--- src/rtl/ddr3_cmd_scheduler.sv ---
// DDR3 command scheduler: turns host read/write requests into one-cycle
// ACT/READ/WRITE/READ_AP/WRITE_AP/PRE/REF pulses, enforces tRCD/tRP/tRFC
// spacing, issues periodic refreshes and keeps at most one row open.
//
// Ports:
//   CLK, RESET_N          clock, asynchronous active-low reset
//   INIT_DONE             command FSM finished init/ZQ (sampled in WAIT_INIT only)
//   REQ_VALID/REQ_READY   host request handshake
//   REQ_WRITE, REQ_AP     request type and auto-precharge flag
//   REQ_BANK/ROW/COL      request address
//   ACT..REF              one-cycle command pulses
//   BA, A                 bank/address accompanying the current command
//   REF_PENDING           number of owed refreshes
module ddr3_cmd_scheduler #(
    parameter int unsigned T_RCD   = 5,
    parameter int unsigned T_RP    = 5,
    parameter int unsigned T_RFC   = 10,
    parameter int unsigned T_REFI  = 780,
    parameter int unsigned REF_MAX = 8
) (
    input  logic        CLK,
    input  logic        RESET_N,
    input  logic        INIT_DONE,
    input  logic        REQ_VALID,
    output logic        REQ_READY,
    input  logic        REQ_WRITE,
    input  logic        REQ_AP,
    input  logic [2:0]  REQ_BANK,
    input  logic [15:0] REQ_ROW,
    input  logic [9:0]  REQ_COL,
    output logic        ACT,
    output logic        READ,
    output logic        WRITE,
    output logic        READ_AP,
    output logic        WRITE_AP,
    output logic        PRE,
    output logic        REF,
    output logic [2:0]  BA,
    output logic [15:0] A,
    output logic [3:0]  REF_PENDING
);

    localparam int unsigned CW   = 16;
    localparam int unsigned BKW  = 3;
    localparam int unsigned ROWW = 16;
    localparam int unsigned COLW = 10;
    localparam int unsigned PW   = 4;

    typedef enum logic [3:0] {
        WAIT_INIT,
        IDLE,
        OPEN,
        ACT_ISSUE,
        ACT_WAIT,
        RW_ISSUE,
        PRE_ISSUE,
        PRE_WAIT,
        REF_ISSUE,
        REF_WAIT,
        AP_WAIT
    } state_t;

    state_t            state, state_nxt;
    logic [CW-1:0]     wait_cnt, wait_cnt_nxt;
    logic [CW-1:0]     refi_cnt, refi_cnt_nxt;
    logic [PW-1:0]     pend_nxt;
    logic              miss_pending, miss_pending_nxt;

    logic              lat_write, lat_write_nxt;
    logic              lat_ap, lat_ap_nxt;
    logic [BKW-1:0]    lat_bank, lat_bank_nxt;
    logic [ROWW-1:0]   lat_row, lat_row_nxt;
    logic [COLW-1:0]   lat_col, lat_col_nxt;

    logic              open_valid;
    logic [BKW-1:0]    open_bank;
    logic [ROWW-1:0]   open_row;

    logic              accept, hit, refi_wrap, ref_done;
    logic              ready_nxt;
    logic              act_nxt, read_nxt, write_nxt, read_ap_nxt, write_ap_nxt;
    logic              pre_nxt, ref_nxt;
    logic [BKW-1:0]    ba_nxt;
    logic [ROWW-1:0]   a_nxt;

    // Request acceptance, row-hit detection and latched-request update
    always_comb begin
        accept        = REQ_VALID && REQ_READY;
        hit           = open_valid && (REQ_BANK == open_bank) && (REQ_ROW == open_row);
        lat_write_nxt = accept ? REQ_WRITE : lat_write;
        lat_ap_nxt    = accept ? REQ_AP    : lat_ap;
        lat_bank_nxt  = accept ? REQ_BANK  : lat_bank;
        lat_row_nxt   = accept ? REQ_ROW   : lat_row;
        lat_col_nxt   = accept ? REQ_COL   : lat_col;
    end

    // tREFI timer and owed-refresh count; a wrap coinciding with REF nets to 0
    always_comb begin
        refi_wrap    = (state != WAIT_INIT) && (refi_cnt == CW'(T_REFI - 1));
        ref_done     = (state == REF_ISSUE);
        refi_cnt_nxt = refi_cnt;
        pend_nxt     = REF_PENDING;
        if (state != WAIT_INIT) begin
            refi_cnt_nxt = refi_wrap ? '0 : refi_cnt + CW'(1);
        end
        if (refi_wrap && !ref_done) begin
            if (REF_PENDING != PW'(REF_MAX)) begin
                pend_nxt = REF_PENDING + PW'(1);
            end
        end else if (ref_done && !refi_wrap && (REF_PENDING != '0)) begin
            pend_nxt = REF_PENDING - PW'(1);
        end
    end

    // Next-state logic; wait_cnt holds the remaining wait cycles of *_WAIT states
    always_comb begin
        state_nxt        = state;
        wait_cnt_nxt     = wait_cnt;
        miss_pending_nxt = miss_pending;
        case (state)
            WAIT_INIT: begin
                if (INIT_DONE) state_nxt = IDLE;
            end
            IDLE: begin
                if (REF_PENDING != '0) state_nxt = REF_ISSUE;
                else if (accept)       state_nxt = ACT_ISSUE;
            end
            OPEN: begin
                if (REF_PENDING != '0) begin
                    state_nxt        = PRE_ISSUE;
                    miss_pending_nxt = 1'b0;
                end else if (accept) begin
                    if (hit) begin
                        state_nxt = RW_ISSUE;
                    end else begin
                        state_nxt        = PRE_ISSUE;
                        miss_pending_nxt = 1'b1;
                    end
                end
            end
            ACT_ISSUE: begin
                if (T_RCD <= 1) begin
                    state_nxt = RW_ISSUE;
                end else begin
                    state_nxt    = ACT_WAIT;
                    wait_cnt_nxt = CW'(T_RCD - 1);
                end
            end
            ACT_WAIT: begin
                if (wait_cnt <= CW'(1)) state_nxt = RW_ISSUE;
                else                    wait_cnt_nxt = wait_cnt - CW'(1);
            end
            RW_ISSUE: begin
                if (!lat_ap) begin
                    state_nxt = OPEN;
                end else if (T_RP <= 1) begin
                    state_nxt = IDLE;
                end else begin
                    state_nxt    = AP_WAIT;
                    wait_cnt_nxt = CW'(T_RP - 1);
                end
            end
            AP_WAIT: begin
                if (wait_cnt <= CW'(1)) state_nxt = IDLE;
                else                    wait_cnt_nxt = wait_cnt - CW'(1);
            end
            PRE_ISSUE: begin
                if (T_RP <= 1) begin
                    state_nxt        = miss_pending ? ACT_ISSUE : REF_ISSUE;
                    miss_pending_nxt = 1'b0;
                end else begin
                    state_nxt    = PRE_WAIT;
                    wait_cnt_nxt = CW'(T_RP - 1);
                end
            end
            PRE_WAIT: begin
                // A precharge for a row miss continues to the new ACT; otherwise it was for refresh
                if (wait_cnt <= CW'(1)) begin
                    state_nxt        = miss_pending ? ACT_ISSUE : REF_ISSUE;
                    miss_pending_nxt = 1'b0;
                end else begin
                    wait_cnt_nxt = wait_cnt - CW'(1);
                end
            end
            REF_ISSUE: begin
                if (T_RFC <= 1) begin
                    state_nxt = IDLE;
                end else begin
                    state_nxt    = REF_WAIT;
                    wait_cnt_nxt = CW'(T_RFC - 1);
                end
            end
            REF_WAIT: begin
                if (wait_cnt <= CW'(1)) state_nxt = IDLE;
                else                    wait_cnt_nxt = wait_cnt - CW'(1);
            end
            default: state_nxt = WAIT_INIT;
        endcase
    end

    // Moore outputs for the coming cycle, registered below so they align with the state
    always_comb begin
        ready_nxt    = ((state_nxt == IDLE) || (state_nxt == OPEN)) && (pend_nxt == '0);
        act_nxt      = (state_nxt == ACT_ISSUE);
        read_nxt     = (state_nxt == RW_ISSUE) && !lat_write_nxt && !lat_ap_nxt;
        write_nxt    = (state_nxt == RW_ISSUE) &&  lat_write_nxt && !lat_ap_nxt;
        read_ap_nxt  = (state_nxt == RW_ISSUE) && !lat_write_nxt &&  lat_ap_nxt;
        write_ap_nxt = (state_nxt == RW_ISSUE) &&  lat_write_nxt &&  lat_ap_nxt;
        pre_nxt      = (state_nxt == PRE_ISSUE);
        ref_nxt      = (state_nxt == REF_ISSUE);
        a_nxt        = '0;
        ba_nxt       = '0;
        case (state_nxt)
            ACT_ISSUE: begin
                a_nxt  = lat_row_nxt;
                ba_nxt = lat_bank_nxt;
            end
            RW_ISSUE: begin
                a_nxt  = {5'b0, lat_ap_nxt, lat_col_nxt};
                ba_nxt = lat_bank_nxt;
            end
            PRE_ISSUE: ba_nxt = open_bank;
            default: ;
        endcase
    end

    // State, counters, latched request, open-row tracking and registered outputs
    always_ff @(posedge CLK or negedge RESET_N) begin
        if (!RESET_N) begin
            state        <= WAIT_INIT;
            wait_cnt     <= '0;
            refi_cnt     <= '0;
            miss_pending <= 1'b0;
            lat_write    <= 1'b0;
            lat_ap       <= 1'b0;
            lat_bank     <= '0;
            lat_row      <= '0;
            lat_col      <= '0;
            open_valid   <= 1'b0;
            open_bank    <= '0;
            open_row     <= '0;
            REQ_READY    <= 1'b0;
            ACT          <= 1'b0;
            READ         <= 1'b0;
            WRITE        <= 1'b0;
            READ_AP      <= 1'b0;
            WRITE_AP     <= 1'b0;
            PRE          <= 1'b0;
            REF          <= 1'b0;
            BA           <= '0;
            A            <= '0;
            REF_PENDING  <= '0;
        end else begin
            state        <= state_nxt;
            wait_cnt     <= wait_cnt_nxt;
            refi_cnt     <= refi_cnt_nxt;
            miss_pending <= miss_pending_nxt;
            lat_write    <= lat_write_nxt;
            lat_ap       <= lat_ap_nxt;
            lat_bank     <= lat_bank_nxt;
            lat_row      <= lat_row_nxt;
            lat_col      <= lat_col_nxt;
            if (state == ACT_ISSUE) begin
                open_valid <= 1'b1;
                open_bank  <= lat_bank;
                open_row   <= lat_row;
            end else if ((state == PRE_ISSUE) || ((state == RW_ISSUE) && lat_ap)) begin
                open_valid <= 1'b0;
            end
            REQ_READY    <= ready_nxt;
            ACT          <= act_nxt;
            READ         <= read_nxt;
            WRITE        <= write_nxt;
            READ_AP      <= read_ap_nxt;
            WRITE_AP     <= write_ap_nxt;
            PRE          <= pre_nxt;
            REF          <= ref_nxt;
            BA           <= ba_nxt;
            A            <= a_nxt;
            REF_PENDING  <= pend_nxt;
        end
    end

endmodule

--- config.mk ---
export PLATFORM = sky130hd
export DESIGN_NAME = ddr3_cmd_scheduler
export DESIGN_NICKNAME = d
export VERILOG_FILES = /design/src/rtl/ddr3_cmd_scheduler.sv
export SDC_FILE = /design/constraint.sdc
export NUM_CORES = 1
export LEC_CHECK = 0
export ABC_AREA = 1
export CAP_MARGIN = 20
export CELL_PAD_IN_SITES_DETAIL_PLACEMENT = 0
export CELL_PAD_IN_SITES_GLOBAL_PLACEMENT = 1
export CORE_MARGIN = 4
export CORE_UTILIZATION = 50
export CTS_CLUSTER_DIAMETER = 40
export DETAILED_ROUTE_END_ITERATION = 6
export DONT_BUFFER_PORTS = 1
export GPL_ROUTABILITY_DRIVEN = 0
export GPL_TIMING_DRIVEN = 0
export PLACE_DENSITY_LB_ADDON = 0.12
export REMOVE_ABC_BUFFERS = 1
export SYNTH_ARGS = -nofsm -noshare
export SYNTH_HDL_FRONTEND = slang
export SYNTH_SLANG_ARGS = --single-unit
--- constraint.sdc ---
create_clock -name CLK -period 5.1 [get_ports CLK]
set_input_delay 0.765 -clock CLK [delete_from_list [all_inputs] [get_ports CLK]]
set_output_delay 0.765 -clock CLK [all_outputs]
set_load 0.01 [all_outputs]
==> impl_metrics.csv, run 1 <==
group,metric,value,unit
power_and_ir_drop,power_density,645,nW/um^2
sta,period_needed,3590,ps
synth,ys_seq_area_share,49.8,%
sta,drv_slew,0,
clock_network,htreeDepth,4,
power_and_ir_drop,p_seq_share,35.4,%
floorplanning,io_pins,66,
sta,final.setup.worst_slack,1510,ps
sta,worst_pin_slew,924,ps
synth,synth_edf_count,0,
detailed_routing,drt-pass1-iter-count,4,
sta,fin_tns_setup,0,ps
synth,yosys_register_bits,119,
global_route,grt_use_total,19.8,%
placement,place_ws,1170,ps
clock_network,hold_buffers,0,
layout,syn2layout_area_growth,13.3,%
floorplanning,start_util,51.7,%
detailed_routing,vias,4663,
sta,skew,14.9,ps
sta,setup_viol,0,
placement,portBuffers,0,
sta,period_share,70.5,%
global_route,gr-total-overflow,0,
detailed_routing,vias_per_cell,5.12,
sta,whs,51.1,ps
layout,mostFrequentLayoutCells,"nand2_1, dfrtp_1, inv_1, nor2_1, o21ai_0",
clock_network,cts_setup_buffers,0,
synth,syn-mean-instance-area,8.01,sq um
synth,yosys.area_share.simple,29.2,%
floorplanning,rows,39,
clock_network,clk_pin_slew,60,ps
synth,synth_top_cell_area_share,49.8,%
placement,place_hpwl,8960,um
synth,synthArstFlopShare,100,%
global_route,antenna_found_initial,0,
synth,synthMuxAreaShare,0.188,%
layout,final_nets,795,
power_and_ir_drop,comb_power_share,35.5,%
power_and_ir_drop,cellLeakagePower,0.00363,uW
worst_setup_path,crit_type,"register to register",
global_route,grt_max_degree,120,
detailed_routing,ant_nets,0,
layout,fillerInstances,1065,
detailed_routing,drt-initial-drc-count,245,
power_and_ir_drop,ir_drop,0.000309,V
layout,drive_above_1_share,11.2,%
sta,fmax,0.278,GHz
global_route,grt_pass1_wl,22000,um
power_and_ir_drop,swShare,38.6,%
layout,multiInputGateArea,2500,sq um
layout,final_common_cell,"nand2_1",
worst_setup_path,cp-end-kind,"register",
clock_network,clk_path_buf_depth,2,
synth,synth_cell_types,45,
detailed_routing,post_drt_wl_per_cell,14.2,um
clock_network,cts_resized,0,
detailed_routing,wl,12900,um
synth,synth_area,5980,sq um
flow_run,max_cap_violations,0,
detailed_routing,drc_errors,0,
synth,synth_xor_area_share,1.91,%
layout,finalInstanceArea,6770,sq um
power_and_ir_drop,power_frac_clock,29.2,%
sta,rsz0062_at_grt,"no",
floorplanning,die_x,117,um
worst_setup_path,startpoint_type,"register",
clock_network,cts_tree,"built",
synth,synth_area_leaders,"dfrtp_1, nand2_1, inv_1",
floorplanning,die-height,117,um
synth,synth_fa_ha_area_share,1.05,%
clock_network,numClockSinks,119,
global_route,grt_pass1_vias,4562,
worst_hold_path,hold_path_class,"input pin to async pin",
synth,yosysTopAreaCell,"dfrtp_1",
power_and_ir_drop,p_int,2680,uW
synth,synthesis.yosys.warnings,0,
synth,synth_ff_type,"dfrtp_1",
layout,area.sequential,2980,sq um
sta,slew-limit-headroom,38.2,%
clock_network,clk_latency,410,ps
worst_setup_path,reg2reg_slack,1510,ps
synth,synthCells,746,
power_and_ir_drop,switchingPower,1680,uW
sta,final_hold_viol_count,0,
placement,postPlaceCellArea,6140,sq um
synth,synth_compound_area_share,9.46,%
worst_setup_path,crit_fanout,50,
worst_setup_path,cp_data_required_time,5450,ps
clock_network,cts_root_buf,"clkbuf_16",
outcome,status,"complete, no violations",
worst_setup_path,crit_arrival,3950,ps
floorplanning,design.core.area,11600,sq um
floorplanning,die_area,13800,sq um
clock_network,numCtsBuffers,17,
synth,synth_top_family_by_area,"simple AND/OR/NAND/NOR gates",
layout,n_antenna_cell,0,
==> power groups by stage <==
| stage | clock (uW) | sequential, uW | combinational (uW) |
|---|---|---|---|
| finish | 1270 | 1540 | 1550 |
| CTS | 1300 | 1540 | 1570 |
| global route | 1350 | 1590 | 1790 |
| floorplan | 0 | 1490 | 1240 |
| global placement | 0 | 1540 | 1490 |
| detailed placement | 0 | 1550 | 1560 |
==> state kept, by name, indices dropped and copies added (netlist names), 3 cells and up <==
signal,flops
wait_cnt,16
open_bank,3
BA,3
lat_col,10
open_row,16
REF_PENDING,4
refi_cnt,16
state,4
lat_row,16
A,16
lat_bank,3
==> per-layer routing <==
metal  up-vias  wire length (um)  global-route usage, %
met5         -                 0                      0
met4         0               224                   7.84
met3        17               598                   6.16
met2        84              6250                   31.9
met1      2204              5860                   25.0
li1       2358                 -                      -
==> critical path: stages, from the launching register on <==
cell and delay [ps]:
dfrtp_1 430, nand2_2 690, clkinv_1 810, o21ai_1 300
nand3_1 110, a21oi_2 260, nand3_1 180, clkinv_1 110
nand3_4 250, nand2_1 230, nand2_1 70, nand2_1 60
==> cell families after synthesis <==
kind of cell	Yosys count
DFF	119
muxes	1
and+or+nand+nor	381
AOI/OAI and AO/OA	97
buffers and inverters	130
xor gates and xnor gates	13
adders and majority gates	5
==> per-stage QoR <==
step / util (%) / total power (uW) / instances
2_1_floorplan: - / 2740 / 734
3_3_place_gp: 52.7 / 3040 / 877
3_5_place_dp: 53.1 / 3110 / 879
4_1_cts: 58.6 / 4410 / 911
5_1_grt: 58.6 / 4720 / 911
6_report: 58.6 / 4370 / 911
==> cell type report <==
| class | instances | share of cell area, % |
|---|---|---|
| sequential | 119 | 44.0 |
| multi-input combinational | 497 | 36.9 |
| clock buffer | 25 | 7.32 |
| inverter | 118 | 6.58 |
| tap | 143 | 2.64 |
| clock inverter | 7 | 2.07 |
| timing repair buffer | 2 | 0.517 |
==> Yosys cell counts (all sizes together), types with 9 or more instances <==
| master | count |
|---|---|
| o21a | 13 |
| dfrtp | 119 |
| nor2 | 94 |
| xor2 | 12 |
| o21ai | 48 |
| a21oi | 28 |
| inv | 115 |
| nand2 | 215 |
| clkbuf | 9 |
| nand4 | 9 |
| nand3 | 41 |
| nor3 | 15 |
==> worst paths after layout <==
kind,startpoint,endpoint,cells past startpoint
max,REQ_READY$_DFF_PN0_,BA[1]$_DFF_PN0_,11
min,RESET_N,wait_cnt[7]$_DFFE_PN0P_,0
max reg2reg,REQ_READY$_DFF_PN0_,BA[1]$_DFF_PN0_,11
min reg2reg,lat_col[4]$_DFF_PN0_,lat_col[4]$_DFF_PN0_,2
max in group asynchronous,RESET_N,refi_cnt[14]$_DFFE_PN0N_,0
min in group CLK,lat_col[4]$_DFF_PN0_,lat_col[4]$_DFF_PN0_,2
No activity file was read; power rests on OpenSTA's default activity.
==> inputs of run 2 (changes only) <==
--- a/config.mk
+++ b/config.mk
@@ -10,7 +10,7 @@
 export CELL_PAD_IN_SITES_DETAIL_PLACEMENT = 0
 export CELL_PAD_IN_SITES_GLOBAL_PLACEMENT = 1
 export CORE_MARGIN = 4
-export CORE_UTILIZATION = 50
+export CORE_UTILIZATION = 47
 export CTS_CLUSTER_DIAMETER = 40
 export DETAILED_ROUTE_END_ITERATION = 6
 export DONT_BUFFER_PORTS = 1
==> constraint.sdc (replaced) <==
create_clock -name CLK -period 3.5 [get_ports CLK]
set_input_delay 0.525 -clock CLK [delete_from_list [all_inputs] [get_ports CLK]]
set_output_delay 0.525 -clock CLK [all_outputs]
set_load 0.01 [all_outputs]
==> run 2 against run 1 <==
Compared with the run above: power grew 43%; setup slack lost 870 ps; clock-buffer cell count fell by 6; sequential share of layout area fell by 0.12 points; wire length grew 1.2%; critical endpoint unchanged.
==> impl_metrics.csv, run 2 (synthesized netlist as in run 1, its figures left out) <==
group,metric,value,unit
worst_setup_path,crit_type,"register to register",
sta,period_needed,2860,ps
sta,final.setup.worst_slack,640,ps
floorplanning,die_area,14600,sq um
power_and_ir_drop,switchingPower,2520,uW
placement,place_hpwl,9040,um
floorplanning,die-height,121,um
clock_network,cts_tree,"built",
worst_setup_path,reg2reg_from,"REQ_READY$_DFF_PN0_",
layout,syn2layout_area_growth,13.7,%
worst_setup_path,cp-end-kind,"register",
sta,worst_pin_slew,600,ps
worst_setup_path,startpoint_type,"register",
layout,fillerInstances,1172,
sta,fmax,0.350,GHz
layout,multiInputGateArea,2500,sq um
detailed_routing,ant_nets,0,
clock_network,numCtsBuffers,17,
layout,drive_above_1_share,11.8,%
detailed_routing,drt-pass1-iter-count,4,
placement,postPlaceCellArea,6170,sq um
flow_run,max_cap_violations,0,
placement,place_ws,-244,ps
power_and_ir_drop,power_density,918,nW/um^2
sta,slew-limit-headroom,60.0,%
sta,skew,10.5,ps
power_and_ir_drop,p_int,3710,uW
power_and_ir_drop,power_frac_clock,27.6,%
layout,mostFrequentLayoutCells,"nand2_1, dfrtp_1, inv_1, nor2_1, o21ai_0",
power_and_ir_drop,comb_power_share,36.3,%
worst_setup_path,rr_endpoint,"BA[1]$_DFF_PN0_",
power_and_ir_drop,p_seq_share,36.0,%
layout,final_nets,796,
detailed_routing,drc_errors,0,
detailed_routing,post_drt_wl_per_cell,14.0,um
worst_setup_path,cp_data_required_time,3860,ps
power_and_ir_drop,swShare,40.4,%
sta,rsz0062_at_grt,"no",
floorplanning,start_util,48.9,%
layout,final_common_cell,"nand2_1",
global_route,grt_pass1_vias,4791,
floorplanning,die_x,121,um
clock_network,clk_latency,420,ps
floorplanning,rows,40,
sta,setup_viol,0,
clock_network,numClockSinks,119,
clock_network,clk_path_buf_depth,2,
layout,layoutNonFillerInstCount,937,
global_route,antenna_found_initial,0,
detailed_routing,vias_per_cell,4.99,
sta,drv_slew,0,
global_route,grt_use_total,19.8,%
worst_hold_path,hold_path_class,"input pin to async pin",
sta,final_hold_viol_count,0,
floorplanning,io_pins,66,
detailed_routing,vias,4673,
power_and_ir_drop,ir_drop,0.000464,V
worst_setup_path,crit_fanout,50,
placement,placedCellCount,904,
clock_network,htreeDepth,4,
clock_network,clk_pin_slew,60,ps
detailed_routing,drt-initial-drc-count,293,
layout,area.sequential,2980,sq um
placement,portBuffers,0,
worst_setup_path,reg2reg_slack,640,ps
layout,finalInstanceArea,6790,sq um
worst_setup_path,ff2ff_path_depth,11,
power_and_ir_drop,cellLeakagePower,0.00363,uW
sta,fin_tns_setup,0,ps
floorplanning,design.core.area,12200,sq um
global_route,grt_pass1_wl,22700,um
global_route,grt_max_degree,120,
sta,period_share,81.7,%
outcome,status,"complete, no violations",
clock_network,cts_root_buf,"clkbuf_16",
detailed_routing,wl,13100,um
worst_setup_path,crit_arrival,3220,ps
layout,n_antenna_cell,0,
global_route,gr-total-overflow,0,
==> run 2: cell count changes in the layout (fill, tap and decap cells not counted), sizes merged <==
cell    delta
buf        +1
bufinv     -2
clkbuf     -6
clkinv     +6
inv        +2
==> run 2: how the worst max path moves through the flow <==
stage / startpoint / endpoint / slack (ps) / depth (start not counted)
after floorplan: REQ_VALID / BA[0]$_DFF_PN0_ / 410 / 11
after global placement: REQ_VALID / BA[1]$_DFF_PN0_ / -1120 / 9
after detailed placement: REQ_VALID / BA[1]$_DFF_PN0_ / -240 / 11
after CTS: REQ_READY$_DFF_PN0_ / BA[1]$_DFF_PN0_ / 150 / 11
after global routing: REQ_READY$_DFF_PN0_ / BA[1]$_DFF_PN0_ / 300 / 11
final: REQ_READY$_DFF_PN0_ / BA[1]$_DFF_PN0_ / 640 / 11
==> run 2: cell type report <==
| type | instances | area share [%] |
|---|---|---|
| Sequential cell | 119 | 43.8 |
| Multi-Input combinational cell | 497 | 36.9 |
| Inverter | 118 | 6.58 |
| Clock buffer | 19 | 6.52 |
| Tap cell | 168 | 3.10 |
| Clock inverter | 13 | 2.16 |
| Timing Repair Buffer | 3 | 0.921 |
==> run 2: repair_timing <==
item | in CTS | in global routing
hold buffers | 1 | 0
setup buffers | 0 | 0
endpoints found under the setup margin | 17 | 10
endpoints found under the hold margin | 119 | 0
resized for setup | 1 | 1
==> run 2: power by group through the flow <==
stage | Combinational, uW | Sequential [uW] | Clock (uW)
5_1_grt | 2630 | 2310 | 1850
3_5_place_dp | 2270 | 2260 | 0
2_1_floorplan | 1810 | 2180 | 0
4_1_cts | 2310 | 2250 | 1770
6_report | 2270 | 2250 | 1720
3_3_place_gp | 2190 | 2250 | 0
==> run 2: metrics by stage <==
step                      util (%)  total power [uW]  hold slack [ps]
after floorplan                  -              3990              229
after global placement        50.2              4430              234
after detailed placement      50.5              4530              234
after CTS                     55.6              6330             84.2
after global routing          55.6              6790              100
final                         55.6              6240             44.7
==> run 2: worst max-delay path: stages, from the launching register on <==
cell and delay, ps:
dfrtp_1 450, nand2_4 430, clkinv_2 420, o21ai_1 230, nand3_1 100, a21oi_2 250, nand3_1 170, clkinv_1 110
nand3_4 240, nand2_1 220, nand2_1 70, nand2_1 70
==> run 2: routing by layer <==
layer	GRT usage [%]	part of all wire [%]
met4	6.59	0.89
met5	0	0
met3	8.47	6.1
met2	32.2	50
met1	23.8	43
